**src/rtl/gate_pkg.sv**
```systemverilog
// Shared definitions for the 2-input gate exerciser: op encoding,
// FSM state encoding and the number of truth-table vectors.
package gate_pkg;

  localparam logic [2:0] OP_AND  = 3'd0;
  localparam logic [2:0] OP_OR   = 3'd1;
  localparam logic [2:0] OP_NAND = 3'd2;
  localparam logic [2:0] OP_NOR  = 3'd3;
  localparam logic [2:0] OP_XOR  = 3'd4;
  localparam logic [2:0] OP_XNOR = 3'd5;

  localparam int NUM_VEC = 4;

  typedef enum logic [1:0] {
    ST_IDLE   = 2'd0,
    ST_DRIVE  = 2'd1,
    ST_FINISH = 2'd2
  } gate_state_e;

  // Codes 6 and 7 name no gate.
  function automatic logic op_is_legal(input logic [2:0] op_v);
    return (op_v <= OP_XNOR);
  endfunction

endpackage

```
**src/rtl/gate_ref_model.sv**
```systemverilog
// Combinational reference for the 2-input gate library: expected y for
// a given op and input pair. Illegal ops yield 0.
module gate_ref_model
  import gate_pkg::*;
(
  input  logic [2:0] op,
  input  logic       a,
  input  logic       b,
  output logic       y_exp
);

  // Truth-table lookup for the selected gate.
  always_comb begin
    y_exp = 1'b0;
    case (op)
      OP_AND:  y_exp = a & b;
      OP_OR:   y_exp = a | b;
      OP_NAND: y_exp = ~(a & b);
      OP_NOR:  y_exp = ~(a | b);
      OP_XOR:  y_exp = a ^ b;
      OP_XNOR: y_exp = ~(a ^ b);
      default: y_exp = 1'b0;
    endcase
  end

endmodule

```
**src/rtl/gate_exerciser.sv**
```systemverilog
// Truth-table driver/checker for an attached 2-input gate. On start it
// drives {a,b} = 0..3, holding each vector SETTLE cycles, samples y at the
// end of each hold and compares it with the reference model.
//
// Handshake: start is a level request sampled only in IDLE; a request seen
// in any other state (including the FINISH cycle) is dropped, never queued.
// done is a one-cycle pulse; pass/bad_op/err_count/err_mask hold their
// values until the next accepted start. busy covers the accepted sweep.
module gate_exerciser
  import gate_pkg::*;
#(
  parameter int SETTLE = 1
) (
  input  logic       clk,
  input  logic       rst,
  input  logic       start,
  input  logic [2:0] op,
  output logic       a,
  output logic       b,
  input  logic       y,
  output logic       busy,
  output logic       done,
  output logic       pass,
  output logic       bad_op,
  output logic [2:0] err_count,
  output logic [3:0] err_mask,
  output logic [1:0] state_dbg
);

  localparam int            CW       = (SETTLE > 1) ? $clog2(SETTLE) : 1;
  localparam logic [CW-1:0] CNT_LAST = CW'(SETTLE - 1);
  localparam logic [1:0]    VEC_LAST = 2'(NUM_VEC - 1);

  gate_state_e   state_q;
  logic [2:0]    op_q;
  logic [1:0]    vec_q;     // current vector index k; drives {a,b}
  logic [CW-1:0] cnt_q;     // cycles spent on the current vector
  logic          busy_q;
  logic          done_q;
  logic          pass_q;
  logic          bad_op_q;
  logic [2:0]    err_count_q;
  logic [3:0]    err_mask_q;

  logic          y_exp;
  logic          mismatch;
  logic [2:0]    err_count_d;

  // Expected value follows the registered stimulus, so it lines up with y.
  gate_ref_model u_ref (
    .op    (op_q),
    .a     (vec_q[1]),
    .b     (vec_q[0]),
    .y_exp (y_exp)
  );

  // Mismatch flag and error count including the current sample.
  always_comb begin
    mismatch    = (y != y_exp);
    err_count_d = err_count_q + {2'b00, mismatch};
  end

  // Sweep FSM with all outputs registered.
  always_ff @(posedge clk) begin
    if (rst) begin
      state_q     <= ST_IDLE;
      op_q        <= OP_AND;
      vec_q       <= 2'd0;
      cnt_q       <= '0;
      busy_q      <= 1'b0;
      done_q      <= 1'b0;
      pass_q      <= 1'b0;
      bad_op_q    <= 1'b0;
      err_count_q <= 3'd0;
      err_mask_q  <= 4'd0;
    end else begin
      case (state_q)
        ST_IDLE: begin
          vec_q  <= 2'd0;
          busy_q <= 1'b0;
          done_q <= 1'b0;
          if (start) begin
            err_count_q <= 3'd0;
            err_mask_q  <= 4'd0;
            pass_q      <= 1'b0;
            if (op_is_legal(op)) begin
              op_q     <= op;
              bad_op_q <= 1'b0;
              cnt_q    <= '0;
              busy_q   <= 1'b1;
              state_q  <= ST_DRIVE;
            end else begin
              // Nothing to drive: report straight away.
              bad_op_q <= 1'b1;
              done_q   <= 1'b1;
              state_q  <= ST_FINISH;
            end
          end
        end
        ST_DRIVE: begin
          if (cnt_q == CNT_LAST) begin
            err_count_q <= err_count_d;
            if (mismatch) begin
              err_mask_q[vec_q] <= 1'b1;
            end
            if (vec_q == VEC_LAST) begin
              busy_q  <= 1'b0;
              done_q  <= 1'b1;
              pass_q  <= (err_count_d == 3'd0);
              state_q <= ST_FINISH;
            end else begin
              vec_q <= vec_q + 2'd1;
              cnt_q <= '0;
            end
          end else begin
            cnt_q <= cnt_q + CW'(1);
          end
        end
        ST_FINISH: begin
          done_q  <= 1'b0;
          vec_q   <= 2'd0;
          state_q <= ST_IDLE;
        end
        default: begin
          state_q <= ST_IDLE;
        end
      endcase
    end
  end

  assign a         = vec_q[1];
  assign b         = vec_q[0];
  assign busy      = busy_q;
  assign done      = done_q;
  assign pass      = pass_q;
  assign bad_op    = bad_op_q;
  assign err_count = err_count_q;
  assign err_mask  = err_mask_q;
  assign state_dbg = state_q;

endmodule

```
**config.mk**
```make
export PLATFORM = sky130hd
export DESIGN_NAME = gate_exerciser
export DESIGN_NICKNAME = d
export VERILOG_FILES = /design/src/rtl/gate_pkg.sv /design/src/rtl/gate_ref_model.sv /design/src/rtl/gate_exerciser.sv
export SDC_FILE = /design/constraint.sdc
export NUM_CORES = 1
export LEC_CHECK = 0
export ABC_AREA = 1
export BUFFER_PORTS_ARGS = -buffer_cell sky130_fd_sc_hd__buf_2
export CAP_MARGIN = 20
export CORE_MARGIN = 4
export CORE_UTILIZATION = 50
export DETAILED_ROUTE_END_ITERATION = 8
export PLACE_DENSITY = 0.74
export RECOVER_POWER = 25
export SYNTH_ARGS = -nofsm -noshare
export SYNTH_HDL_FRONTEND = slang
export SYNTH_SLANG_ARGS = --single-unit
```
**constraint.sdc**
```tcl
create_clock -name clk -period 2.5 [get_ports clk]
set_input_delay 0.25 -clock clk [delete_from_list [all_inputs] [get_ports clk]]
set_output_delay 0.25 -clock clk [all_outputs]
set_load 0.01 [all_outputs]
```
==> results of run 1 <==
## through the flow
stage | setup WS, ns | power (uW) | std cells | util, % | hold WS (ns)
finish | 0.293 | 688 | 181 | 64.2 | 0.247
floorplan | 0.445 | 469 | 132 | - | 0.426
global route | 0.0557 | 734 | 181 | 64.2 | 0.243
detailed placement | 0.319 | 521 | 177 | 62.7 | 0.444
CTS | 0.281 | 698 | 181 | 64.7 | 0.244
global placement | 0.397 | 516 | 177 | 62.7 | 0.434
## per-layer routing
metal	GRT usage [%]	up-vias	part of all wire, %
met5	0	-	0
met4	5.96	0	0.82
met3	2.85	2	4.1
met2	30.8	19	49
met1	21.6	416	46
li1	-	476	-
## sequential cells by signal, indices dropped and copies added, names as in the netlist
signal	count
busy	1
state_dbg	2
done	1
vec_q	2
err_count	3
err_mask	4
pass	1
op_q	3
bad_op	1
## kinds of logic after synthesis
kind of cell	after synthesis
AO/OA/AOI/OAI	27
buffers and inverters	23
flip-flops	18
adder cells (fa/ha/maj)	10
AND/OR/NAND/NOR	53
XOR/XNOR	1
## worst max path at each step
stage / start / to / slack, ns / cells past startpoint
after floorplan: vec_q[0]$_SDFFE_PP0P_ / pass$_SDFFE_PP0P_ / 0.44 / 14
after global placement: vec_q[0]$_SDFFE_PP0P_ / pass$_SDFFE_PP0P_ / 0.40 / 14
after detailed placement: vec_q[0]$_SDFFE_PP0P_ / pass$_SDFFE_PP0P_ / 0.32 / 14
after CTS: vec_q[0]$_SDFFE_PP0P_ / pass$_SDFFE_PP0P_ / 0.28 / 15
after global routing: vec_q[1]$_SDFFE_PP0P_ / pass$_SDFFE_PP0P_ / 0.06 / 15
final: vec_q[1]$_SDFFE_PP0P_ / pass$_SDFFE_PP0P_ / 0.29 / 14
## power by group through the flow
| stage | clock, uW | sequential (uW) | combinational, uW |
|---|---|---|---|
| after floorplan | 0 | 336 | 133 |
| after global placement | 0 | 329 | 187 |
| after CTS | 183 | 324 | 191 |
| after detailed placement | 0 | 330 | 191 |
| after global routing | 194 | 327 | 213 |
| final | 176 | 324 | 188 |
## worst max-delay path, cell delays in order (launching register included)
cell and delay, ns:
dfxtp_1 0.42, inv_1 0.09, ha_1 0.33, inv_1 0.05
nand2_1 0.05, nand3_1 0.09, nand2_1 0.07, nand2_1 0.04
nand3_1 0.09, nand2_1 0.07, ha_1 0.18, ha_1 0.29
nor3_1 0.19, nand2_1 0.07, a21oi_1 0.12
## cell usage in the layout (no fill, tap or decap), drive strengths merged
master	instances
a211oi	2
nor3	2
o21ai	8
nand4	2
ha	10
buf	13
inv	22
clkbuf	12
a21oi	17
nand2	24
xor2	1
dfxtp	18
nor2	15
nand3	10
## layout make-up
class / instances / share of cell area (%)
inverter: 22 / 7.36
multi-input combinational: 91 / 47.4
clock buffer: 4 / 3.14
tap: 25 / 2.71
sequential: 18 / 31.2
timing repair buffer: 21 / 8.23
==> out/results.ini, run 1 <==
[run_status]
status = complete, no violations

[clock_tree]
path_clk_slew_ns = 0.11
cts_made_buffers = 3
cts_setup_buffers = 0
clk_latency_ns = 0.28
tritoncts = done
cts_num_sinks = 18
htree_levels = 1
cts-resized-gates = 0
clockBufferDepth = 2
cts_root_buffer = clkbuf_4
postCtsHoldBufs = 0

[placed_design]
place_congestion = 0.927
port_buffers = 21
dpl_cell_area_sq_um = 1130
dp_hpwl_microns = 1680

[floorplanning]
die_h_microns = 52.7
start_util_pct = 55.3
die_w_microns = 52.7
dieArea_sq_um = 2770
coreArea_sq_um = 1800
pin_count = 22
placementRows = 15

[power]
clockPowerShare_pct = 25.6
intPower_uw = 463
combPwrFrac_pct = 27.3
p_per_area_nw_per_um2 = 595
switchingPower_uw = 225
power_frac_seq_pct = 47.2
p_leak_uw = 0.000525
sw_frac_of_total_pct = 32.7
vdd_drop_max_mv = 0.341

[layout]
drive_gt1_share_pct = 19.9
finalNetCount = 174
area_delta_synth_final_pct = 15.9
fillers = 184
design_area_sq_um = 1160
antenna_cells = 0
regArea_sq_um = 360
multiInputGateArea_sq_um = 548

[route]
drc = 0
vias_per_cell = 5.04
post_drt_wl_per_cell_microns = 11.4
totalWireLength_microns = 2070
vias = 913
ant_nets = 0
drtIter0Drc = 10
dr.pass1.iters = 4

[hold_path]
hold_path_depth = 3
min-delay-start = op[1]
whs_endpoint = op_q[1]$_SDFFE_PP0P_
hold_path.class = primary input to flop

[sta]
finalHoldViolCount = 0
rsz0062_at_grt = false
setup_viol = 0
skew_ns = 0.00500
finalSetupTns_ns = 0
worst_pin_slew_ns = 0.508
fin_crit_sh_pct = 88.3
maxSlewHeadroom_pct = 65.8
drv_slew = 0
fmax_ghz = 0.453
post-route-min-period_ns = 2.21

[setup_path]
reg2reg_depth = 14
path_max_fanout = 5
end_kind = flop
timing_worst_setup_path_type = flop to flop
r2r_start = vec_q[1]$_SDFFE_PP0P_
worstPathArrival_ns = 2.43
cp-start-kind = flop
reg2reg_to = pass$_SDFFE_PP0P_
required_ns = 2.72
rrSetupSlack_ns = 0.29

[synth]
synth-edff-count = 0
ys.warnings.count = 0
synth_commonest_cells = nand2_1 (22), inv_1 (19), dfxtp_1 (18)
synth_top_area_share_pct = 36.1
yosysMostFrequentCell = nand2_1
syn_nets = 149
ys_top_cells_by_area = dfxtp_1 (36%), ha_1 (13%), a21oi_1 (8.5%)
synth_top_area_cell = dfxtp_1
synthCells = 132
synth-main-ff-cell = dfxtp_1
synth-compound-area-share_pct = 14.8
synth_top_family_by_area = simple AND/OR/NAND/NOR gates
synthAdderAreaFrac_pct = 12.5
synthXorXnorAreaFrac_pct = 0.878
syn-cell-area_sq_um = 997
synthMuxAreaShare_pct = 0
ys_types = 21
synth_seq_cells = 18
synth-seq-area-share_pct = 36.1
synthSimpleGateAreaFrac_pct = 26.7
synthArstFlopShare_pct = 0
synthesis.area_per_instance_sq_um = 7.55

[global_route]
grt_overflow = 0
grt_pass1_vias = 859
grtUsageTotal_pct = 17.6
grt_pass1_wl_microns = 3690
antenna_found_initial = 0
grt_max_degree = 12

[job]
maxCapViolations = 0

No activity file was read; power rests on OpenSTA's default activity.
==> inputs of run 2 (changes only) <==
ABC_AREA = 0   (was 1)
PLACE_DENSITY = 0.75   (was 0.74)
==> run 2 against run 1 <==
- count of clock-buffer cells in the layout shrank 1
- setup slack worse by 0.11 ns
- maximum frequency decreased by 4.8%
- highest routed layer unchanged
- worst hold slack worse by 0.050 ns
- clock skew fell by 0.0034 ns
- design area shrank 4.1%
- core utilization down 0.65 points
- global-route usage fell by 0.91 points
- final cell count decreased by 15%
- synthesized area is 6.8% lower
- critical path type unchanged
- power is 11% lower
==> out/results.ini, run 2 <==
[synth]
syn-cell-area_sq_um = 930
synth-edff-count = 0
synth_top_area_share_pct = 38.8
synth_top_area_cell = dfxtp_1
synth-main-ff-cell = dfxtp_1
ys.warnings.count = 0
ys_types = 26
synthCells = 107
syn_nets = 124
synth_commonest_cells = nor2_1 (19), dfxtp_1 (18), ha_1 (10)
synthArstFlopShare_pct = 0
yosysMostFrequentCell = nor2_1
synthesis.area_per_instance_sq_um = 8.69
synth_seq_cells = 18
ys_top_cells_by_area = dfxtp_1 (39%), ha_1 (13%), nor2_1 (7.7%)
synth-seq-area-share_pct = 38.8

[global_route]
antenna_found_initial = 0
grt_pass1_vias = 799
grtUsageTotal_pct = 16.7
grt_pass1_wl_microns = 3330
grt_overflow = 0
grt_max_degree = 17

[clock_tree]
cts_made_buffers = 3
cts_setup_buffers = 0
tritoncts = done
path_clk_slew_ns = 0.09
clk_latency_ns = 0.28
postCtsHoldBufs = 0
cts_root_buffer = clkbuf_4
clockBufferDepth = 2
htree_levels = 1
cts_num_sinks = 18

[floorplanning]
coreArea_sq_um = 1750
die_h_microns = 51.1
die_w_microns = 51.1
pin_count = 22
dieArea_sq_um = 2610
start_util_pct = 53.3
placementRows = 15

[setup_path]
end_kind = flop
cp-start-kind = flop
required_ns = 2.73
timing_worst_setup_path_type = flop to flop
worstPathArrival_ns = 2.54
path_max_fanout = 4

[sta]
finalSetupTns_ns = 0
fmax_ghz = 0.431
finalHoldViolCount = 0
setup_viol = 0
worst_pin_slew_ns = 0.427
rsz0062_at_grt = false
fin_crit_sh_pct = 92.8
drv_slew = 0
skew_ns = 0.00163
holdWs_ns = 0.197
maxSlewHeadroom_pct = 71.6
post-route-min-period_ns = 2.32

[run_status]
status = complete, no violations

[layout]
finalNetCount = 148
design_area_sq_um = 1110
antenna_cells = 0
final_common_cell = nor2_1
fin_cells = 154
final_cell_mix = nor2_1 (19), dfxtp_1 (16), buf_2 (13)
largest_register_ffs = 4
area_delta_synth_final_pct = 19.2
drive_gt1_share_pct = 19.4
fillers = 177

[placed_design]
dp_hpwl_microns = 1510
dp.cells = 151
place_congestion = 0.827
port_buffers = 21
dpl_cell_area_sq_um = 1070

[power]
p_per_area_nw_per_um2 = 552
vdd_drop_max_mv = 0.315
power_uw = 612
p_leak_uw = 0.000471

[route]
ant_nets = 0
totalWireLength_microns = 1970
dr.pass1.iters = 4
drc = 0
post_drt_wl_per_cell_microns = 12.8
drtIter0Drc = 9
vias = 830
vias_per_cell = 5.39

[job]
maxCapViolations = 0

[hold_path]
hold_path.class = primary input to flop

## run 2: cell count changes after synthesis, sizes merged, moves of 3 or more
cell,change
a21oi,-9
nor2,+4
a32o,+4
nand2,-18
nor3,+4
nand3,-9
inv,-16
nand2b,+3
a22oi,+3
o21ai,-4
## run 2: report_power, final
part	switching, uW	internal (uW)	leakage (uW)	total [uW]
Sequential	13.6	301	0.000148	315
Clock	82.8	56.0	0.0000138	139
Combinational	95.2	62.8	0.000310	158
## run 2: area by class of cell
type | count | area, sq um | area share [%]
clock buffer | 3 | 22.5 | 2.03
tap | 25 | 31.3 | 2.82
multi-input combinational | 79 | 557 | 50.2
inverter | 6 | 22.5 | 2.03
sequential | 18 | 365 | 33.0
timing repair buffer | 23 | 110 | 9.93
## run 2: worst max-delay path, stage by stage (launching register included)
cell and delay (ns):
dfxtp_2 0.36, inv_1 0.10, ha_4 0.29, xnor2_2 0.11
nor3b_2 0.07, a311oi_2 0.27, xnor2_2 0.11, ha_1 0.19
ha_1 0.21, xor2_1 0.15, nor3_1 0.14, nand4_1 0.11
a21oi_1 0.14
## run 2: through the flow
step / utilization [%] / worst slack, ns
floorplan: - / 0.130
global placement: 61.1 / 0.150
detailed placement: 61.1 / 0.0325
CTS: 62.4 / 0.00774
global route: 63.5 / 0.0124
finish: 63.5 / 0.180
## run 2: path summary, 6_finish.rpt
| check | start | slack, ns | depth (start not counted) | to |
|---|---|---|---|---|
| worst max-delay path | vec_q[0]$_SDFFE_PP0P_ | 0.18 | 12 | pass$_SDFFE_PP0P_ |
| worst min-delay path | op[0] | 0.20 | 3 | op_q[0]$_SDFFE_PP0P_ |
| worst max register to register | vec_q[0]$_SDFFE_PP0P_ | 0.18 | 12 | pass$_SDFFE_PP0P_ |
| worst min register to register | err_mask[3]$_SDFFE_PP0P_ | 0.47 | 1 | err_mask[3]$_SDFFE_PP0P_ |
## run 2: repair_timing
action                                 in CTS  in global routing
endpoints found under the hold margin       0                  0
gates resized for setup                     0                  6
setup endpoints to repair                   0                  3
## run 2: kinds of logic after synthesis
family | synth area share (%)
AOI/OAI and AO/OA | 19.1
xor gates and xnor gates | 3.63
adders and majority gates | 13.5
buffers and inverters | 4.04
DFF | 38.8
muxes | 2.15
and+or+nand+nor | 18.8
## run 2: per-layer routing
layer  vias up  track usage (%)  share of wire (%)
met5         -                0                  0
met4         0             8.07                1.6
met3         4             3.79                5.9
met2        27             27.0                 46
met1       375             20.7                 47
li1        424                -                  -
